$ cat src/rtl/fpga_clk_div_cfg.sv
// Per-channel clock configuration: four-phase req/ack register port, lock
// qualification against the MMCM lock, and an integer clock-enable divider.
module fpga_clk_div_cfg #(
    parameter int unsigned NUM_CHANNELS = 3,
    parameter int unsigned DIV_WIDTH    = 8,
    parameter int unsigned LOCK_CYCLES  = 16,
    parameter int unsigned DEFAULT_DIV  = 1
) (
    input  logic                         clk_i,
    input  logic                         rst_i,
    input  logic                         pll_locked_i,
    input  logic [NUM_CHANNELS-1:0]      cfg_req_i,
    input  logic [NUM_CHANNELS-1:0]      cfg_wrn_i,
    input  logic [NUM_CHANNELS*2-1:0]    cfg_add_i,
    input  logic [NUM_CHANNELS*32-1:0]   cfg_data_i,
    output logic [NUM_CHANNELS-1:0]      cfg_ack_o,
    output logic [NUM_CHANNELS*32-1:0]   cfg_r_data_o,
    output logic [NUM_CHANNELS-1:0]      cfg_lock_o,
    output logic [NUM_CHANNELS-1:0]      clk_en_o
);

    localparam int unsigned LCW = $clog2(LOCK_CYCLES + 1);

    typedef enum logic [1:0] {
        IDLE     = 2'd0,
        ACK      = 2'd1,
        WAIT_REL = 2'd2
    } hs_state_t;

    for (genvar g = 0; g < NUM_CHANNELS; g++) begin : g_ch
        hs_state_t            state;
        logic                 req;
        logic                 wrn;
        logic [1:0]           add;
        logic [31:0]          wdata;
        logic                 unused_wdata;
        logic [31:0]          rd_mux;
        logic                 ack_q;
        logic [31:0]          rdata_q;
        logic [DIV_WIDTH-1:0] div_q;
        logic                 en_q;
        logic                 div_wr_q;
        logic                 relock;
        logic [LCW-1:0]       lcnt_q;
        logic [LCW-1:0]       lcnt_d;
        logic                 lock_q;
        logic [DIV_WIDTH-1:0] dcnt_q;
        logic [DIV_WIDTH-1:0] dlim;

        assign req          = cfg_req_i[g];
        assign wrn          = cfg_wrn_i[g];
        assign add          = cfg_add_i[g*2 +: 2];
        assign wdata        = cfg_data_i[g*32 +: 32];
        assign unused_wdata = ^wdata;

        always_comb begin
            rd_mux = '0;
            case (add)
                2'd0:    rd_mux[DIV_WIDTH-1:0] = div_q;
                2'd1:    rd_mux[0] = en_q;
                2'd2:    rd_mux[1:0] = {pll_locked_i, lock_q};
                default: rd_mux = 32'hdeadda7a;
            endcase
        end

        // A DIV write clears qualification one cycle after it lands, so lock
        // is still reported during the ack cycle and drops right after it.
        assign relock = ~pll_locked_i | ((state == ACK) & div_wr_q);

        always_comb begin
            lcnt_d = lcnt_q;
            if (relock)
                lcnt_d = '0;
            else if (lcnt_q != LCW'(LOCK_CYCLES))
                lcnt_d = lcnt_q + LCW'(1);
        end

        assign dlim = (div_q == '0) ? '0 : div_q - DIV_WIDTH'(1);

        always_ff @(posedge clk_i or posedge rst_i) begin
            if (rst_i) begin
                state    <= IDLE;
                ack_q    <= 1'b0;
                rdata_q  <= '0;
                div_q    <= DIV_WIDTH'(DEFAULT_DIV);
                en_q     <= 1'b1;
                div_wr_q <= 1'b0;
                lcnt_q   <= '0;
                lock_q   <= 1'b0;
                dcnt_q   <= '0;
            end else begin
                ack_q  <= 1'b0;
                lcnt_q <= lcnt_d;
                lock_q <= (lcnt_d == LCW'(LOCK_CYCLES));
                if (lock_q && en_q)
                    dcnt_q <= (dcnt_q == dlim) ? '0 : dcnt_q + DIV_WIDTH'(1);
                else
                    dcnt_q <= '0;

                case (state)
                    IDLE: begin
                        if (req) begin
                            state    <= ACK;
                            ack_q    <= 1'b1;
                            rdata_q  <= rd_mux;
                            div_wr_q <= ~wrn & (add == 2'd0);
                            if (!wrn) begin
                                case (add)
                                    2'd0: div_q <= wdata[DIV_WIDTH-1:0];
                                    2'd1: begin
                                        en_q   <= wdata[0];
                                        dcnt_q <= '0;
                                    end
                                    default: ;
                                endcase
                            end
                        end
                    end
                    ACK: begin
                        state    <= WAIT_REL;
                        div_wr_q <= 1'b0;
                    end
                    WAIT_REL: begin
                        if (!req)
                            state <= IDLE;
                    end
                    default: state <= IDLE;
                endcase
            end
        end

        assign cfg_ack_o[g]             = ack_q;
        assign cfg_r_data_o[g*32 +: 32] = rdata_q;
        assign cfg_lock_o[g]            = lock_q;
        assign clk_en_o[g]              = lock_q & en_q & (dcnt_q == dlim);
    end

endmodule

$ cat config.mk
export PLATFORM = sky130hd
export DESIGN_NAME = fpga_clk_div_cfg
export DESIGN_NICKNAME = d
export VERILOG_FILES = /design/src/rtl/fpga_clk_div_cfg.sv
export SDC_FILE = /design/constraint.sdc
export NUM_CORES = 1
export LEC_CHECK = 0
export ABC_AREA = 1
export BUFFER_PORTS_ARGS = -buffer_cell sky130_fd_sc_hd__buf_2
export CORE_MARGIN = 2
export CORE_UTILIZATION = 40
export CTS_CLUSTER_SIZE = 16
export DETAILED_ROUTE_END_ITERATION = 10
export GPL_TIMING_DRIVEN = 0
export HOLD_SLACK_MARGIN = 0.15
export PLACE_DENSITY = 0.63
export SETUP_SLACK_MARGIN = 0.2
export SYNTH_ARGS = -nofsm -noshare
export SYNTH_HDL_FRONTEND = slang
export SYNTH_SLANG_ARGS = --single-unit
$ cat constraint.sdc
create_clock -name clk_i -period 7.25 [get_ports clk_i]
set_input_delay 1.45 -clock clk_i [delete_from_list [all_inputs] [get_ports clk_i]]
set_output_delay 1.45 -clock clk_i [all_outputs]
set_load 0.005 [all_outputs]
==> flow_summary_export.csv, run 1 <==
group,metric,value,unit
outcome,status,"finished clean",
min_path,hp-class,"reg -> reg",
power,p_comb_share,41.9,%
clock_network,cts_root_buffer,"clkbuf_16",
detailed_routing,via_count,5572,
setup_path,crit_chain,"inv_1 -> ha_1 -> nand2_2 -> nor2_4 -> nand2_4 -> nand2_1 -> nand2_1 -> nand2_1 -> inv_1 -> nand2_2 -> nor2_4 -> nand2_2 -> nor2_2 -> buf_2",
setup_path,setup.worst_path.end,"clk_en_o[1]",
setup_path,rrSetupSlack,5.28,ns
detailed_routing,dr.pass1.iters,5,
global_route,grt_max_degree,67,
timing,min_period,3.84,ns
finish,drive_above_1_share,28.2,%
timing,hold_viol_final,0,
setup_path,startpoint_type,"register",
clock_network,cts.repair.resized,0,
global_route,grt_pass1_vias,5304,
timing,worstMarginPinSlew,0.570,ns
global_route,grt_use_total,17.0,%
setup_path,slowest_delay,0.55,ns
power,p_seq_share,37.3,%
global_route,grt_pass1_wl,24700,microns
timing,finalWorstSetupSlack,3.41,ns
timing,hold_slack,0.480,ns
finish,nFillCells,1657,
detailed_routing,drtIter0Drc,303,
placement,pre_cts_slack,3.81,ns
job,drv_cap,0,
synthesis,synth_top_family_by_area,"simple AND/OR/NAND/NOR gates",
timing,finalSetupViolations,0,
synthesis,synthMuxAreaShare,0,%
timing,rsz0062_at_grt,"no",
timing,maxClockFrequency,0.260,GHz
setup_path,end_kind,"output port",
finish,ff_latch_area,2710,sq um
timing,slew_viol_final,0,
synthesis,async_reset_ff_share,100,%
power,p_leak,0.00425,uW
synthesis,synthAdderAreaFrac,4.52,%
clock_network,cts_buffers,9,
synthesis,synth_compound_area_share,9.22,%
power,p_clk_share,20.7,%
power,switchingPower,976,uW
power,pwr_density_cell,326,nW/um^2
finish,antenna_cells,0,
floorplanning,num_io_pins,216,
setup_path,critPathSlowestCell,"dfstp_2",
synthesis,ys_seq_elements,108,
floorplanning,start_util,40.5,%
synthesis,synth_cells,850,
setup_path,crit_start,"g_ch[1].div_q[0]",
finish,area_growth,19.7,%
finish,multi_input_area,2980,sq um
detailed_routing,viasPerCell,4.53,
clock_network,htree_num_levels,3,
setup_path,r2r-start,"g_ch[1].div_q[0]",
synthesis,ys.flop_type,"dfrtp_1",
setup_path,crit_fanout,9,
global_route,gr-total-overflow,0,
power,switching_share,37.6,%
floorplanning,dieArea,17600,sq um
floorplanning,die_w,133,microns
synthesis,synth_cell_types,36,
setup_path,reg2reg_to,"g_ch[1].dcnt_q[6]",
clock_network,cts_sinks,108,
placement,finalWeightedCongestion,0.834,
floorplanning,core-area,16400,sq um
clock_network,tritoncts,"yes",
timing,final.setup.tns,0,ns
detailed_routing,detail_route.wl_per_cell,11.7,microns
synthesis,synth.area.top_cells,"dfrtp_1 (38%), nand2_1 (9.6%), buf_4 (8.5%)",
clock_network,post_cts.repair.setup_buffers,0,
floorplanning,fp-row-count,47,
finish,nets,1139,
setup_path,crit_type,"reg -> out",
clock_network,clk_latency,0.36,ns
detailed_routing,drc_errors,0,
synthesis,synthXorXnorAreaFrac,1.72,%
clock_network,postCtsHoldBufs,0,
placement,dp_hpwl,11200,microns
synthesis,syn_area,6640,sq um
synthesis,syn_avg_cell_area,7.81,sq um
setup_path,rr_worst_depth,12,
synthesis,yosys_warnings,0,
synthesis,synth_top_area_share,38.5,%
synthesis,yosysSeqAreaShare,40.8,%
clock_network,clock_path_buffers,2,
timing,fin_worst_skew,0.00691,ns
detailed_routing,ant_nets,0,
setup_path,cp.required,5.80,ns
floorplanning,die_h,133,microns
synthesis,synth.most_common_cell,"nand2_1",
synthesis,synth_edf_count,0,
synthesis,synth_common_cells,"nand2_1 (169), inv_1 (107), dfrtp_1 (102)",
power,internal-power,1620,uW
timing,relSlewSlack,62.0,%
global_route,antenna_found_initial,0,
detailed_routing,wl,14400,microns
power,irDropWorstVdd,0.000138,V
timing,period_share,53.0,%
placement,portBuffers,119,
synthesis,yosysTopAreaCell,"dfrtp_1",
setup_path,worstPathArrival,2.39,ns
synthesis,synth-simple-area-share,28.1,%
clock_network,clk_pin_slew,0.07,ns
state kept, by name, indices dropped and copies added (netlist names):
register       flops
g_ch.rdata_q      27
g_ch.dcnt_q       24
g_ch.div_q        24
g_ch.lcnt_q       15
g_ch.state         6
g_ch.ack_q         3
g_ch.div_wr_q      3
g_ch.en_q          3
g_ch.lock_q        3
layout make-up:
cell class / count / share of cell area, %
clock buffer: 12 / 3.10
clock inverter: 4 / 0.929
sequential: 108 / 34.1
tap: 220 / 3.46
buffer: 79 / 7.32
inverter: 120 / 5.72
multi-input combinational: 566 / 37.5
timing repair buffer: 120 / 7.84
cell families (layout without fill, tap and decap cells):
family	after synthesis	in the layout
and+or+nand+nor	393	393
DFF	108	108
buffers and inverters	199	335
xor gates and xnor gates	13	13
adders and majority gates	24	24
other	1	24
AOI/OAI and AO/OA	112	112
stage by stage:
step | total power, uW | cells | instance area, sq um | util, %
after floorplan | 1710 | 873 | 6720 | -
after global placement | 2060 | 1212 | 7590 | 46.3
after detailed placement | 2070 | 1213 | 7620 | 46.5
after CTS | 2620 | 1229 | 7950 | 48.4
after global routing | 2810 | 1229 | 7950 | 48.4
final | 2590 | 1229 | 7950 | 48.4
placed cells by master (no fill, tap or decap), types with 6 or more instances in the layout:
| cell | count |
|---|---|
| buf_4 | 75 |
| xor2_1 | 11 |
| nand3_1 | 70 |
| a21oi_1 | 49 |
| nor3_1 | 6 |
| dfrtp_1 | 102 |
| dfstp_2 | 6 |
| o21ai_0 | 29 |
| clkbuf_16 | 9 |
| inv_2 | 11 |
| nor2_4 | 13 |
| buf_2 | 122 |
| nand2_2 | 17 |
| nand3b_1 | 9 |
| inv_1 | 106 |
| conb_1 | 24 |
| nor2_1 | 72 |
| o211ai_1 | 14 |
| nand2_1 | 169 |
| o21ai_1 | 12 |
| ha_1 | 24 |
| nand4_1 | 12 |
| nor2_2 | 16 |
layer usage:
metal  GRT usage [%]  routed length (microns)  vias up
li1                -                        -     2924
met1            23.2                     6920     2528
met2            27.3                     6580      102
met3            2.49                      544       18
met4            7.05                      316        0
met5               0                        0        -
critical path, delay by kind of cell (launching register included):
family,cells,cell delay (ns)
buf+inv,3,0.30
fa+ha+maj,1,0.30
simple gates,10,0.88
flops,1,0.55
worst min path at each step:
stage	start	endpoint	slack, ns	cells past startpoint
after floorplan	g_ch[2].state[1]	g_ch[2].state[0]	0.44	1
final	g_ch[2].state[1]	g_ch[2].state[0]	0.48	1
after global routing	g_ch[2].state[1]	g_ch[2].state[0]	0.50	1
after global placement	g_ch[2].state[1]	g_ch[2].state[0]	0.46	1
after detailed placement	g_ch[2].state[1]	g_ch[2].state[0]	0.47	1
after CTS	g_ch[2].state[1]	g_ch[2].state[0]	0.48	1
power by group through the flow:
| stage | clock network (uW) | logic (uW) | registers, uW |
|---|---|---|---|
| detailed placement | 0 | 1100 | 976 |
| finish | 538 | 1090 | 968 |
| global route | 572 | 1240 | 1000 |
| CTS | 546 | 1100 | 969 |
| floorplan | 0 | 758 | 954 |
| global placement | 0 | 1080 | 974 |
(Power assumes the default switching activity.)
==> run 2: changes to the inputs <==
--- a/config.mk
+++ b/config.mk
@@ -5,7 +5,7 @@
 export SDC_FILE = /design/constraint.sdc
 export NUM_CORES = 1
 export LEC_CHECK = 0
-export ABC_AREA = 1
+export ABC_AREA = 0
 export BUFFER_PORTS_ARGS = -buffer_cell sky130_fd_sc_hd__buf_2
 export CORE_MARGIN = 2
 export CORE_UTILIZATION = 40
@@ -13,7 +13,7 @@
 export DETAILED_ROUTE_END_ITERATION = 10
 export GPL_TIMING_DRIVEN = 0
 export HOLD_SLACK_MARGIN = 0.15
-export PLACE_DENSITY = 0.63
+export PLACE_DENSITY = 0.66
 export SETUP_SLACK_MARGIN = 0.2
 export SYNTH_ARGS = -nofsm -noshare
 export SYNTH_HDL_FRONTEND = slang
==> constraint.sdc (replaced) <==
create_clock -name clk_i -period 3.3 [get_ports clk_i]
set_input_delay 0.66 -clock clk_i [delete_from_list [all_inputs] [get_ports clk_i]]
set_output_delay 0.66 -clock clk_i [all_outputs]
set_load 0.005 [all_outputs]
==> run 2 against run 1 <==
Effect of this change:
- the flow now finishes with violations (negative setup slack)
- final cell count is 14% lower
- non-clock buffer count is 31 higher
- synthesized cell count is 22% lower
- via count is 8.0% lower
- clock power is 97% higher
- sequential power is 120% higher
- largest cell class unchanged
- routed wire length is 1.9% lower
==> flow_summary_export.csv, run 2 <==
group,metric,value,unit
setup_path,rrSetupSlack,0.69,ns
global_route,antenna_found_initial,0,
detailed_routing,dr.pass1.iters,5,
synthesis,syn_avg_cell_area,9.63,sq um
synthesis,synth_common_cells,"dfrtp_1 (102), buf_4 (75), nand2_1 (63)",
synthesis,synth_edf_count,0,
setup_path,crit_fanout,4,
detailed_routing,detail_route.wl_per_cell,13.4,microns
outcome,violations,"negative setup slack",
detailed_routing,ant_nets,0,
floorplanning,start_util,40.7,%
power,irDropWorstVdd,0.000380,V
floorplanning,core-area,15800,sq um
clock_network,tritoncts,"yes",
global_route,gr-total-overflow,0,
detailed_routing,viasPerCell,4.86,
finish,nets,969,
detailed_routing,via_count,5126,
global_route,grt_pass1_wl,22600,microns
finish,layout_commonest_cell,"buf_2",
clock_network,postCtsHoldBufs,0,
timing,relSlewSlack,45.6,%
timing,maxClockFrequency,0.289,GHz
floorplanning,num_io_pins,216,
setup_path,end_kind,"output port",
clock_network,cts_buffers,9,
setup_path,crit_type,"reg -> out",
synthesis,synthMuxAreaShare,5.58,%
clock_network,clk_latency,0.36,ns
detailed_routing,drc_errors,0,
floorplanning,dieArea,17100,sq um
timing,period_share,105,%
synthesis,synth.most_common_cell,"dfrtp_1",
synthesis,synth.area.top_cells,"dfrtp_1 (40%), buf_4 (8.8%), mux2_2 (5.3%)",
outcome,status,"finished, violations left",
synthesis,ys.flop_type,"dfrtp_1",
synthesis,async_reset_ff_share,100,%
clock_network,clock_path_buffers,2,
finish,nFillCells,1469,
timing,fin_worst_skew,0.00994,ns
timing,finalSetupViolations,2,
timing,finalWorstSetupSlack,-0.165,ns
timing,rsz0062_at_grt,"yes",
detailed_routing,drtIter0Drc,283,
finish,drive_above_1_share,36.7,%
synthesis,synth_top_area_share,39.8,%
timing,slew_viol_final,0,
clock_network,clk_pin_slew,0.08,ns
global_route,grt_max_degree,42,
finish,antenna_cells,0,
finish,max_flop_register,"g_ch.rdata_q",
job,drv_cap,0,
timing,worstMarginPinSlew,0.815,ns
power,pwr_density_cell,752,nW/um^2
placement,pre_cts_slack,-0.367,ns
detailed_routing,wl,14100,microns
setup_path,rr_worst_depth,10,
floorplanning,die_w,131,microns
synthesis,synth_cells,666,
placement,dp_hpwl,10200,microns
global_route,grt_use_total,16.7,%
timing,hold_viol_final,0,
timing,final.setup.tns,-0.326,ns
setup_path,reg2reg_to,"g_ch[2].dcnt_q[6]",
synthesis,synth_cell_types,61,
setup_path,worstPathArrival,2.80,ns
finish,top_regs,"g_ch.rdata_q x27, g_ch.dcnt_q x24, g_ch.div_q x24",
finish,multi_input_area,3190,sq um
clock_network,cts_sinks,108,
setup_path,cp.required,2.64,ns
finish,area_growth,24.9,%
placement,finalWeightedCongestion,0.841,
timing,min_period,3.46,ns
synthesis,synthXorXnorAreaFrac,6.01,%
floorplanning,fp-row-count,46,
setup_path,r2r-start,"g_ch[2].div_q[1]",
synthesis,yosysTopAreaCell,"dfrtp_1",
finish,ff_latch_area,2710,sq um
synthesis,syn_area,6410,sq um
synthesis,synth_top_family_by_area,"simple AND/OR/NAND/NOR gates",
placement,portBuffers,119,
finish,most-common-layout-cells,"buf_2 (120), dfrtp_1 (101), buf_4 (87), nand2_1 (63), nand3_1 (35)",
clock_network,cts_root_buffer,"clkbuf_16",
timing,hold_slack,0.445,ns
setup_path,startpoint_type,"register",
synthesis,yosys_warnings,0,
synthesis,ys_seq_elements,108,
min_path,hp-class,"in -> async",
finish,largest_reg_flops,27,
power,p_leak,0.00395,uW
clock_network,htree_num_levels,3,
synthesis,synthAdderAreaFrac,4.68,%
synthesis,synth-simple-area-share,19.4,%
synthesis,yosysSeqAreaShare,42.3,%
synthesis,synth_compound_area_share,9.80,%
global_route,grt_pass1_vias,4692,
floorplanning,die_h,131,microns
## run 2: cell families (layout without fill, tap and decap cells)
kind of cell | after synthesis | after routing
AOI/OAI and AO/OA | 92 | 92
buffers and inverters | 130 | 280
adders and majority gates | 24 | 24
other | 1 | 24
DFF | 108 | 108
and+or+nand+nor | 235 | 235
xor gates and xnor gates | 44 | 44
muxes | 32 | 32
## run 2: cell type report
type / count / share of cell area [%]
multi-input combinational: 451 / 39.9
sequential: 108 / 33.9
timing repair buffer: 134 / 9.20
buffer: 96 / 8.42
tap: 216 / 3.38
clock buffer: 9 / 2.81
inverter: 34 / 1.67
clock inverter: 7 / 0.781
## run 2: worst max-delay path by stage
stage	from	end	slack, ns	cells past startpoint
final	g_ch[0].div_q[1]	clk_en_o[0]	-0.16	9
after global routing	g_ch[2].div_q[1]	clk_en_o[2]	-0.28	9
after CTS	g_ch[0].div_q[1]	clk_en_o[0]	-0.33	9
after detailed placement	g_ch[2].div_q[1]	clk_en_o[2]	-0.37	9
after global placement	g_ch[0].div_q[1]	clk_en_o[0]	-0.36	9
after floorplan	g_ch[0].div_q[0]	clk_en_o[0]	0.06	8
## run 2: what timing repair did
action | CTS | global route
setup endpoints to repair | 3 | 3
pin swaps | 14 | 11
gates resized for setup | 17 | 27
setup buffers | 11 | 2
## run 2: worst max-delay path: stages, from the launching register on
cell and delay (ns):
dfrtp_2 0.42, inv_2 0.07, ha_4 0.12, or4b_4 0.50
or4b_4 0.50, a311oi_2 0.24, a311oi_2 0.10, nor4_4 0.17
and3_1 0.21, buf_2 0.12
## run 2: metal layers
layer | GRT usage, % | part of all wire, % | vias up
met5 | 0 | 0 | -
met4 | 7.20 | 1.9 | 0
met3 | 2.44 | 4.2 | 14
met2 | 26.9 | 47 | 124
met1 | 22.5 | 47 | 2426
li1 | - | - | 2562
## run 2: where the power goes
group	switching (uW)	leakage, uW	total, uW	internal, uW
logic	1320	0.00241	2860	1540
clock network	536	0.000135	1060	525
registers	393	0.00140	2110	1710
## run 2: per-stage QoR
step | std cells | area (sq um) | power [uW] | util [%]
after floorplan | 689 | 6530 | 3860 | -
after global placement | 1024 | 7400 | 4600 | 46.9
after detailed placement | 1026 | 7440 | 4660 | 47.2
after CTS | 1053 | 7890 | 5920 | 50.0
after global routing | 1055 | 8010 | 6470 | 50.8
final | 1055 | 8010 | 6020 | 50.8
